## src/rtl/md5_msg_feeder.sv

```systemverilog
// ---------------------------------------------------------------------------
// md5_msg_feeder
//
// Turns a raw 32-bit message word stream into MD5-padded 512-bit blocks for
// an MD5 hash core. Each block is presented as sixteen 32-bit words on
// dataOut/dataVld.
//
// On the first block, the initial chaining state is loaded through
// stateVld/state*Out. The block inserts:
//   - the 0x80 pad byte,
//   - the zero fill,
//   - the 64-bit little-endian bit length.
// Between blocks it waits for the core's digestVld.
//
// Optional feature macro: MD5_FEED_EXT_IV_EN
//   defined   : ivA..ivD inputs supply the initial state. They are sampled
//               when a message starts (IDLE->INIT).
//   undefined : the standard MD5 IV constants are used.
//
// Ports
//   clk        in   clock, rising edge
//   rst_n      in   asynchronous active-low reset
//   msgVld     in   upstream word valid
//   msgData    in   message word, byte 0 in [7:0]
//   msgLast    in   final word of the message
//   msgBytes   in   valid bytes in the final word (0..4; >4 treated as 4)
//   msgRdy     out  word accepted on an edge where msgVld & msgRdy
//   digestVld  in   core finished processing the current block
//   ivA..ivD   in   external initial state (MD5_FEED_EXT_IV_EN only)
//   stateVld   out  state load strobe
//   stateA..DOut out initial state value
//   dataVld    out  block word valid
//   dataOut    out  block word
//   busy       out  message in progress
// ---------------------------------------------------------------------------
module md5_msg_feeder #(
  parameter int DATA_WIDTH   = 32,
  parameter int STATE_DWIDTH = 32,
  parameter int LEN_WIDTH    = 61
) (
  input  logic                    clk,
  input  logic                    rst_n,
  input  logic                    msgVld,
  input  logic [DATA_WIDTH-1:0]   msgData,
  input  logic                    msgLast,
  input  logic [2:0]              msgBytes,
  output logic                    msgRdy,
  input  logic                    digestVld,
`ifdef MD5_FEED_EXT_IV_EN
  input  logic [STATE_DWIDTH-1:0] ivA,
  input  logic [STATE_DWIDTH-1:0] ivB,
  input  logic [STATE_DWIDTH-1:0] ivC,
  input  logic [STATE_DWIDTH-1:0] ivD,
`endif
  output logic                    stateVld,
  output logic [STATE_DWIDTH-1:0] stateAOut,
  output logic [STATE_DWIDTH-1:0] stateBOut,
  output logic [STATE_DWIDTH-1:0] stateCOut,
  output logic [STATE_DWIDTH-1:0] stateDOut,
  output logic                    dataVld,
  output logic [DATA_WIDTH-1:0]   dataOut,
  output logic                    busy
);

  typedef enum logic [2:0] {
    ST_IDLE = 3'd0,
    ST_INIT = 3'd1,
    ST_DATA = 3'd2,
    ST_PAD  = 3'd3,
    ST_LEN  = 3'd4,
    ST_WAIT = 3'd5
  } state_e;

`ifdef MD5_FEED_EXT_IV_EN
  logic [STATE_DWIDTH-1:0] iv_a_s, iv_b_s, iv_c_s, iv_d_s;
  assign iv_a_s = ivA;
  assign iv_b_s = ivB;
  assign iv_c_s = ivC;
  assign iv_d_s = ivD;
`else
  logic [STATE_DWIDTH-1:0] iv_a_s, iv_b_s, iv_c_s, iv_d_s;
  assign iv_a_s = STATE_DWIDTH'(32'h67452301);
  assign iv_b_s = STATE_DWIDTH'(32'hEFCDAB89);
  assign iv_c_s = STATE_DWIDTH'(32'h98BADCFE);
  assign iv_d_s = STATE_DWIDTH'(32'h10325476);
`endif

  // Keep the n valid low bytes, put 0x80 right after them, zero the rest.
  function automatic logic [DATA_WIDTH-1:0] pad_word(input logic [DATA_WIDTH-1:0] d,
                                                     input logic [2:0] n);
    logic [DATA_WIDTH-1:0] w;
    case (n)
      3'd0:    w = DATA_WIDTH'(32'h00000080);
      3'd1:    w = DATA_WIDTH'({16'h0000, 8'h80, d[7:0]});
      3'd2:    w = DATA_WIDTH'({8'h00, 8'h80, d[15:0]});
      3'd3:    w = DATA_WIDTH'({8'h80, d[23:0]});
      default: w = d;
    endcase
    return w;
  endfunction

  state_e                  state_q, state_d;
  logic [3:0]              wcnt_q, wcnt_d;
  logic [LEN_WIDTH-1:0]    byte_cnt_q, byte_cnt_d;
  logic                    pad_done_q, pad_done_d;
  logic                    msg_done_q, msg_done_d;  // final message word already accepted
  logic                    last_blk_q, last_blk_d;  // current block carries the length
  logic                    msg_rdy_q, msg_rdy_d;
  logic                    state_vld_q, state_vld_d;
  logic [STATE_DWIDTH-1:0] st_a_q, st_a_d, st_b_q, st_b_d, st_c_q, st_c_d, st_d_q, st_d_d;
  logic                    data_vld_q, data_vld_d;
  logic [DATA_WIDTH-1:0]   data_q, data_d;
  logic                    busy_q, busy_d;
  logic [2:0]              nbytes_s;
  logic [63:0]             bit_len_s;

  assign nbytes_s  = (msgBytes > 3'd4) ? 3'd4 : msgBytes;
  assign bit_len_s = 64'(byte_cnt_q) << 3;

  // Next-state and output decode for the block sequencer.
  always_comb begin
    state_d     = state_q;
    wcnt_d      = wcnt_q;
    byte_cnt_d  = byte_cnt_q;
    pad_done_d  = pad_done_q;
    msg_done_d  = msg_done_q;
    last_blk_d  = last_blk_q;
    st_a_d      = st_a_q;
    st_b_d      = st_b_q;
    st_c_d      = st_c_q;
    st_d_d      = st_d_q;
    data_vld_d  = 1'b0;
    data_d      = data_q;

    case (state_q)
      ST_IDLE: begin
        if (msgVld) begin
          state_d    = ST_INIT;
          wcnt_d     = 4'd0;
          byte_cnt_d = '0;
          pad_done_d = 1'b0;
          msg_done_d = 1'b0;
          last_blk_d = 1'b0;
          st_a_d     = iv_a_s;
          st_b_d     = iv_b_s;
          st_c_d     = iv_c_s;
          st_d_d     = iv_d_s;
        end else begin
          state_d = ST_IDLE;
        end
      end

      ST_INIT: begin
        state_d = ST_DATA;
      end

      ST_DATA: begin
        if (msgVld) begin
          data_vld_d = 1'b1;
          wcnt_d     = wcnt_q + 4'd1;
          if (msgLast) begin
            msg_done_d = 1'b1;
            byte_cnt_d = byte_cnt_q + LEN_WIDTH'(nbytes_s);
            if (nbytes_s == 3'd4) begin
              // Full last word: the 0x80 byte goes into a PAD word.
              data_d     = msgData;
              pad_done_d = 1'b0;
              state_d    = (wcnt_q == 4'd15) ? ST_WAIT : ST_PAD;
            end else begin
              data_d     = pad_word(msgData, nbytes_s);
              pad_done_d = 1'b1;
              if (wcnt_q == 4'd15) begin
                state_d = ST_WAIT;
              end else if (wcnt_q == 4'd13) begin
                state_d = ST_LEN;
              end else begin
                // Index 14 also lands here: one zero word, then next block.
                state_d = ST_PAD;
              end
            end
          end else begin
            data_d     = msgData;
            byte_cnt_d = byte_cnt_q + LEN_WIDTH'(3'd4);
            state_d    = (wcnt_q == 4'd15) ? ST_WAIT : ST_DATA;
          end
        end else begin
          state_d = ST_DATA;
        end
      end

      ST_PAD: begin
        data_vld_d = 1'b1;
        data_d     = pad_done_q ? '0 : DATA_WIDTH'(32'h00000080);
        pad_done_d = 1'b1;
        wcnt_d     = wcnt_q + 4'd1;
        if (wcnt_q == 4'd13) begin
          state_d = ST_LEN;
        end else if (wcnt_q == 4'd15) begin
          state_d = ST_WAIT;
        end else begin
          state_d = ST_PAD;
        end
      end

      ST_LEN: begin
        data_vld_d = 1'b1;
        wcnt_d     = wcnt_q + 4'd1;
        if (wcnt_q == 4'd15) begin
          data_d     = DATA_WIDTH'(bit_len_s[63:32]);
          state_d    = ST_WAIT;
          last_blk_d = 1'b1;
        end else begin
          data_d  = DATA_WIDTH'(bit_len_s[31:0]);
          state_d = ST_LEN;
        end
      end

      ST_WAIT: begin
        if (digestVld) begin
          if (last_blk_q) begin
            state_d = ST_IDLE;
          end else begin
            wcnt_d  = 4'd0;
            state_d = msg_done_q ? ST_PAD : ST_DATA;
          end
        end else begin
          state_d = ST_WAIT;
        end
      end

      default: begin
        state_d = ST_IDLE;
      end
    endcase

    // Outputs are registered from the next state so they line up with it.
    msg_rdy_d   = (state_d == ST_DATA);
    state_vld_d = (state_d == ST_INIT);
    busy_d      = (state_d != ST_IDLE);
  end

  // State and output registers.
  always_ff @(posedge clk or negedge rst_n) begin
    if (!rst_n) begin
      state_q     <= ST_IDLE;
      wcnt_q      <= 4'd0;
      byte_cnt_q  <= '0;
      pad_done_q  <= 1'b0;
      msg_done_q  <= 1'b0;
      last_blk_q  <= 1'b0;
      msg_rdy_q   <= 1'b0;
      state_vld_q <= 1'b0;
      st_a_q      <= '0;
      st_b_q      <= '0;
      st_c_q      <= '0;
      st_d_q      <= '0;
      data_vld_q  <= 1'b0;
      data_q      <= '0;
      busy_q      <= 1'b0;
    end else begin
      state_q     <= state_d;
      wcnt_q      <= wcnt_d;
      byte_cnt_q  <= byte_cnt_d;
      pad_done_q  <= pad_done_d;
      msg_done_q  <= msg_done_d;
      last_blk_q  <= last_blk_d;
      msg_rdy_q   <= msg_rdy_d;
      state_vld_q <= state_vld_d;
      st_a_q      <= st_a_d;
      st_b_q      <= st_b_d;
      st_c_q      <= st_c_d;
      st_d_q      <= st_d_d;
      data_vld_q  <= data_vld_d;
      data_q      <= data_d;
      busy_q      <= busy_d;
    end
  end

  assign msgRdy    = msg_rdy_q;
  assign stateVld  = state_vld_q;
  assign stateAOut = st_a_q;
  assign stateBOut = st_b_q;
  assign stateCOut = st_c_q;
  assign stateDOut = st_d_q;
  assign dataVld   = data_vld_q;
  assign dataOut   = data_q;
  assign busy      = busy_q;

endmodule

```

## config.mk

```make
export PLATFORM = sky130hd
export DESIGN_NAME = md5_msg_feeder
export DESIGN_NICKNAME = d
export VERILOG_FILES = /design/src/rtl/md5_msg_feeder.sv
export SDC_FILE = /design/constraint.sdc
export NUM_CORES = 1
export LEC_CHECK = 0
export ABC_CLOCK_PERIOD_IN_PS = 2900
export BUFFER_PORTS_ARGS = -buffer_cell sky130_fd_sc_hd__buf_2
export CORE_MARGIN = 2
export CORE_UTILIZATION = 53
export CTS_CLUSTER_DIAMETER = 100
export DETAILED_ROUTE_END_ITERATION = 6
export GPL_ROUTABILITY_DRIVEN = 0
export HOLD_SLACK_MARGIN = 0.15
export PLACE_DENSITY = 0.82
export SYNTH_ARGS = -nofsm -noshare
export SYNTH_HDL_FRONTEND = slang
export SYNTH_SLANG_ARGS = --single-unit
```

## constraint.sdc

```tcl
create_clock -name clk -period 2.9 [get_ports clk]
set_input_delay 0 -clock clk [delete_from_list [all_inputs] [get_ports clk]]
set_output_delay 0 -clock clk [all_outputs]
set_load 0.01 [all_outputs]
```

==> run summary <==
- 0 — number of enable flip-flop cells after synthesis
- 128 x buf_4, 108 x dfrtp_1, 70 x nand2_1 — most numerous cell types in the synthesized netlist
- 117.2 um — x dimension of the die
- 117.2 um — Die Ht
- 46.49% — worst max-slew margin expressed relative to the limit
- design-rule violations — failing checks
- 0% — xor-xnor portion of the synthesized cell area
- dfrtp_1 — top_reg_cell synth
- 17.06 um — average wire per cell in the routed design
- 2.524 ns — shortest period the worst path allows
- 14.66% — synthesized-area fraction occupied by ao, oa, aoi and oai cells
- 5990 — via count
- flop — Setup crit end kind
- 9.085 um^2 — post-synthesis average cell area
- dfrtp_1 40%, buf_4 14%, mux2i_1 4.7%, nand2_1 3.9%, a222oi_1 3.8% — cells taking the most area after synthesis
- 3.16 ns — data required time of the worst path
- simple AND/OR/NAND/NOR gates — main combinational cell family by area after synthesis
- 0 — Post-DRT Antenna Nets
- 396.1 MHz — Highest Clock Rate
- 0 — Slew Viols, Final
- 0.5127 mV — worst ir drop on vdd
- 5323 — vias in the first global route
- 0 — ant diodes
- 0 — Setup Fix Bufs, Post-CTS
- 39.82% — share of synthesized area occupied by flip-flops and latches
- 14 — maximum fanout count along the critical path
- 27.42 mm — global-route wire length before repair
- clkbuf_16 — master cell of the clock root buffer
- 0 — number of failing hold endpoints at the final stage
- 7 — first-pass detailed-route iteration total
- 22.87% — share of post-route cells with drive strength above 1
- buf_4 — most repeated cell in the gate-level netlist after synthesis
- 723.0 nW/um^2 — total power divided by cell area
- 2.79 ns — CP arrival
- 13.77% — layout-stage area growth over the synthesis result
- 139 — count of port buffers added during placement
- 57 — distinct cell type count of the synthesized netlist
- 22.03% — fraction of the mapped netlist area in simple logic gates
- 0.7990 ns — slew at the pin closest to its max-slew limit
- 25.97% — GR Util All Layers
- 747 — Synth Instances
- 1.217% — adder and majority cell fraction of the synthesized area
- 0.07 ns — Worst-path clk slew
- finished, violations left — outcome
- 4.886% — mux share of post-synthesis cell area
- 12.05 mm — DP Wirelength
- 100.0% — Async SR Flop Fraction
- 204 — top-level port count
- 0 — number of antenna violations at the first check in global routing
- 39.82% — share of the synthesized area in the top cell type
- 0 — final count of negative-setup-slack endpoints
- 6997 um^2 — DP Area
- 0.36 ns — clock network latency to the later pin of the worst-skew pair
- false — unrepaired setup endpoints after global routing
- 108 — TritonCTS Sinks
- 41 — number of placement rows
- 7 — DRC viols
- 9 — number of buffers inserted during clock tree synthesis
- dfrtp_1 — post-synthesis cell type with the largest combined area
- 7721 um^2 — area of all placed cells without fillers
- 723 — DRC marker count from the first detailed-route iteration
- 3.348 nW — leakage dissipation
- 0 — Max-cap violations
- 0 — Remaining Overflow, GRT
- 108 — flip-flop and latch count after synthesis
- 0 — Yosys Warn Count
- 65 — pin count of the biggest net entering global routing
- 0.009858 ns — skew final
- 87.05% — fraction of the cycle the final worst path needs
- done — clock tree from TritonCTS
- 2 — maximum number of buffers from clock root to sink
- flop to flop — kind of critical path
- 3 — CTS HTree Levels
- flop — type of element launching the critical path
- input pin to flop — path category of the worst min-delay check
- 13730 um^2 — overall die area
- 12570 um^2 — area of the core
- 54.00% — starting utilization of the core area
- 5.821 — routed via count divided by cell count
- 0 ns — Fin Setup TNS
- 6787 um^2 — post-synthesis cell area
- 17.55 mm — routed wire length
- 898 — Layout Nets
cell usage in the layout (no fill, tap or decap), types with 16 or more instances in the layout:
cell	n
a21oi_1	37
a222oi_1	26
buf_2	138
conb_1	64
dfrtp_1	108
dlygate4sd3_1	38
mux2i_1	32
nand2_1	70
nand3_1	41
nand4_1	25
nor2_1	63
o21ai_0	25
o31ai_1	16
metrics by stage:
step / std cells / power (mW) / utilization, % / hold slack [ns] / setup slack (ns)
after global routing: 1029 / 5.958 / 61.43 / 0.1821 / 0.2249
after CTS: 1029 / 5.567 / 61.40 / 0.1714 / 0.1966
final: 1029 / 5.582 / 61.43 / 0.1712 / 0.3756
after floorplan: 810 / 3.553 / - / -0.2956 / 0.5989
after global placement: 975 / 4.060 / 55.67 / 0.08746 / 0.5937
after detailed placement: 975 / 4.110 / 55.67 / 0.08639 / 0.4669
routing by layer:
metal / global-route usage, % / routed length (um) / part of all wire [%]
met1: 35.32 / 7071 / 40
met4: 11.61 / 609 / 3.5
met2: 41.30 / 8342 / 48
met3: 4.016 / 1526 / 8.7
met5: 0 / 0 / 0
registers in the layout, indices dropped and copies added, names as in the netlist:
register / cells
dataOut: 32
busy: 1
state_q: 3
pad_done_q: 1
msgRdy: 1
stateVld: 1
last_blk_q: 1
stateDOut: 1
byte_cnt_q: 61
dataVld: 1
msg_done_q: 1
wcnt_q: 4
worst max-delay path, cell delays in order (launching register included):
cell	delay, ns
dfrtp_1	0.38
buf_4	0.18
nor3b_1	0.14
buf_4	0.15
a21o_1	0.24
a21oi_2	0.39
o21ai_0	0.18
dlygate4sd3_1	0.59
a31oi_1	0.19
repair_timing:
| item | CTS | global route |
|---|---|---|
| setup endpoints to repair | 0 | 1 |
| gates resized for setup | 0 | 1 |
| hold buffers | 38 | 0 |
| hold endpoints to repair | 89 | 0 |
power breakdown:
part / switching (mW) / internal (mW) / leakage [nW]
clock network: 0.565 / 0.841 / 0.161
registers: 0.230 / 1.86 / 1.40
logic: 1.30 / 0.785 / 1.78
cell families after synthesis:
logic type	after synthesis
multiplexers	33
AO/OA/AOI/OAI	141
flip-flops	108
adder cells (fa/ha/maj)	6
AND/OR/NAND/NOR	280
buffers and inverters	178
other	1
layout make-up:
class	instances	area [um^2]
multi-input combinational	524	3151
inverter	15	56.30
fill	1021	4847
tap	172	215.2
sequential	108	2703
clock inverter	7	115.1
timing repair buffer	194	1256
clock buffer	9	225.2
path summary, 6_finish.rpt:
kind | start | end | slack [ns] | cells past startpoint
max | state_q[2] | dataOut[15] | 0.38 | 8
min | msgData[23] | dataOut[23] | 0.17 | 4
max reg2reg | state_q[2] | dataOut[15] | 0.38 | 8
min reg2reg | stateDOut[1] | stateDOut[1] | 0.48 | 1
max in group asynchronous | rst_n | byte_cnt_q[16] | 1.94 | 3
min in group asynchronous | rst_n | dataOut[4] | 0.22 | 2
No activity file was read; power rests on OpenSTA's default activity.
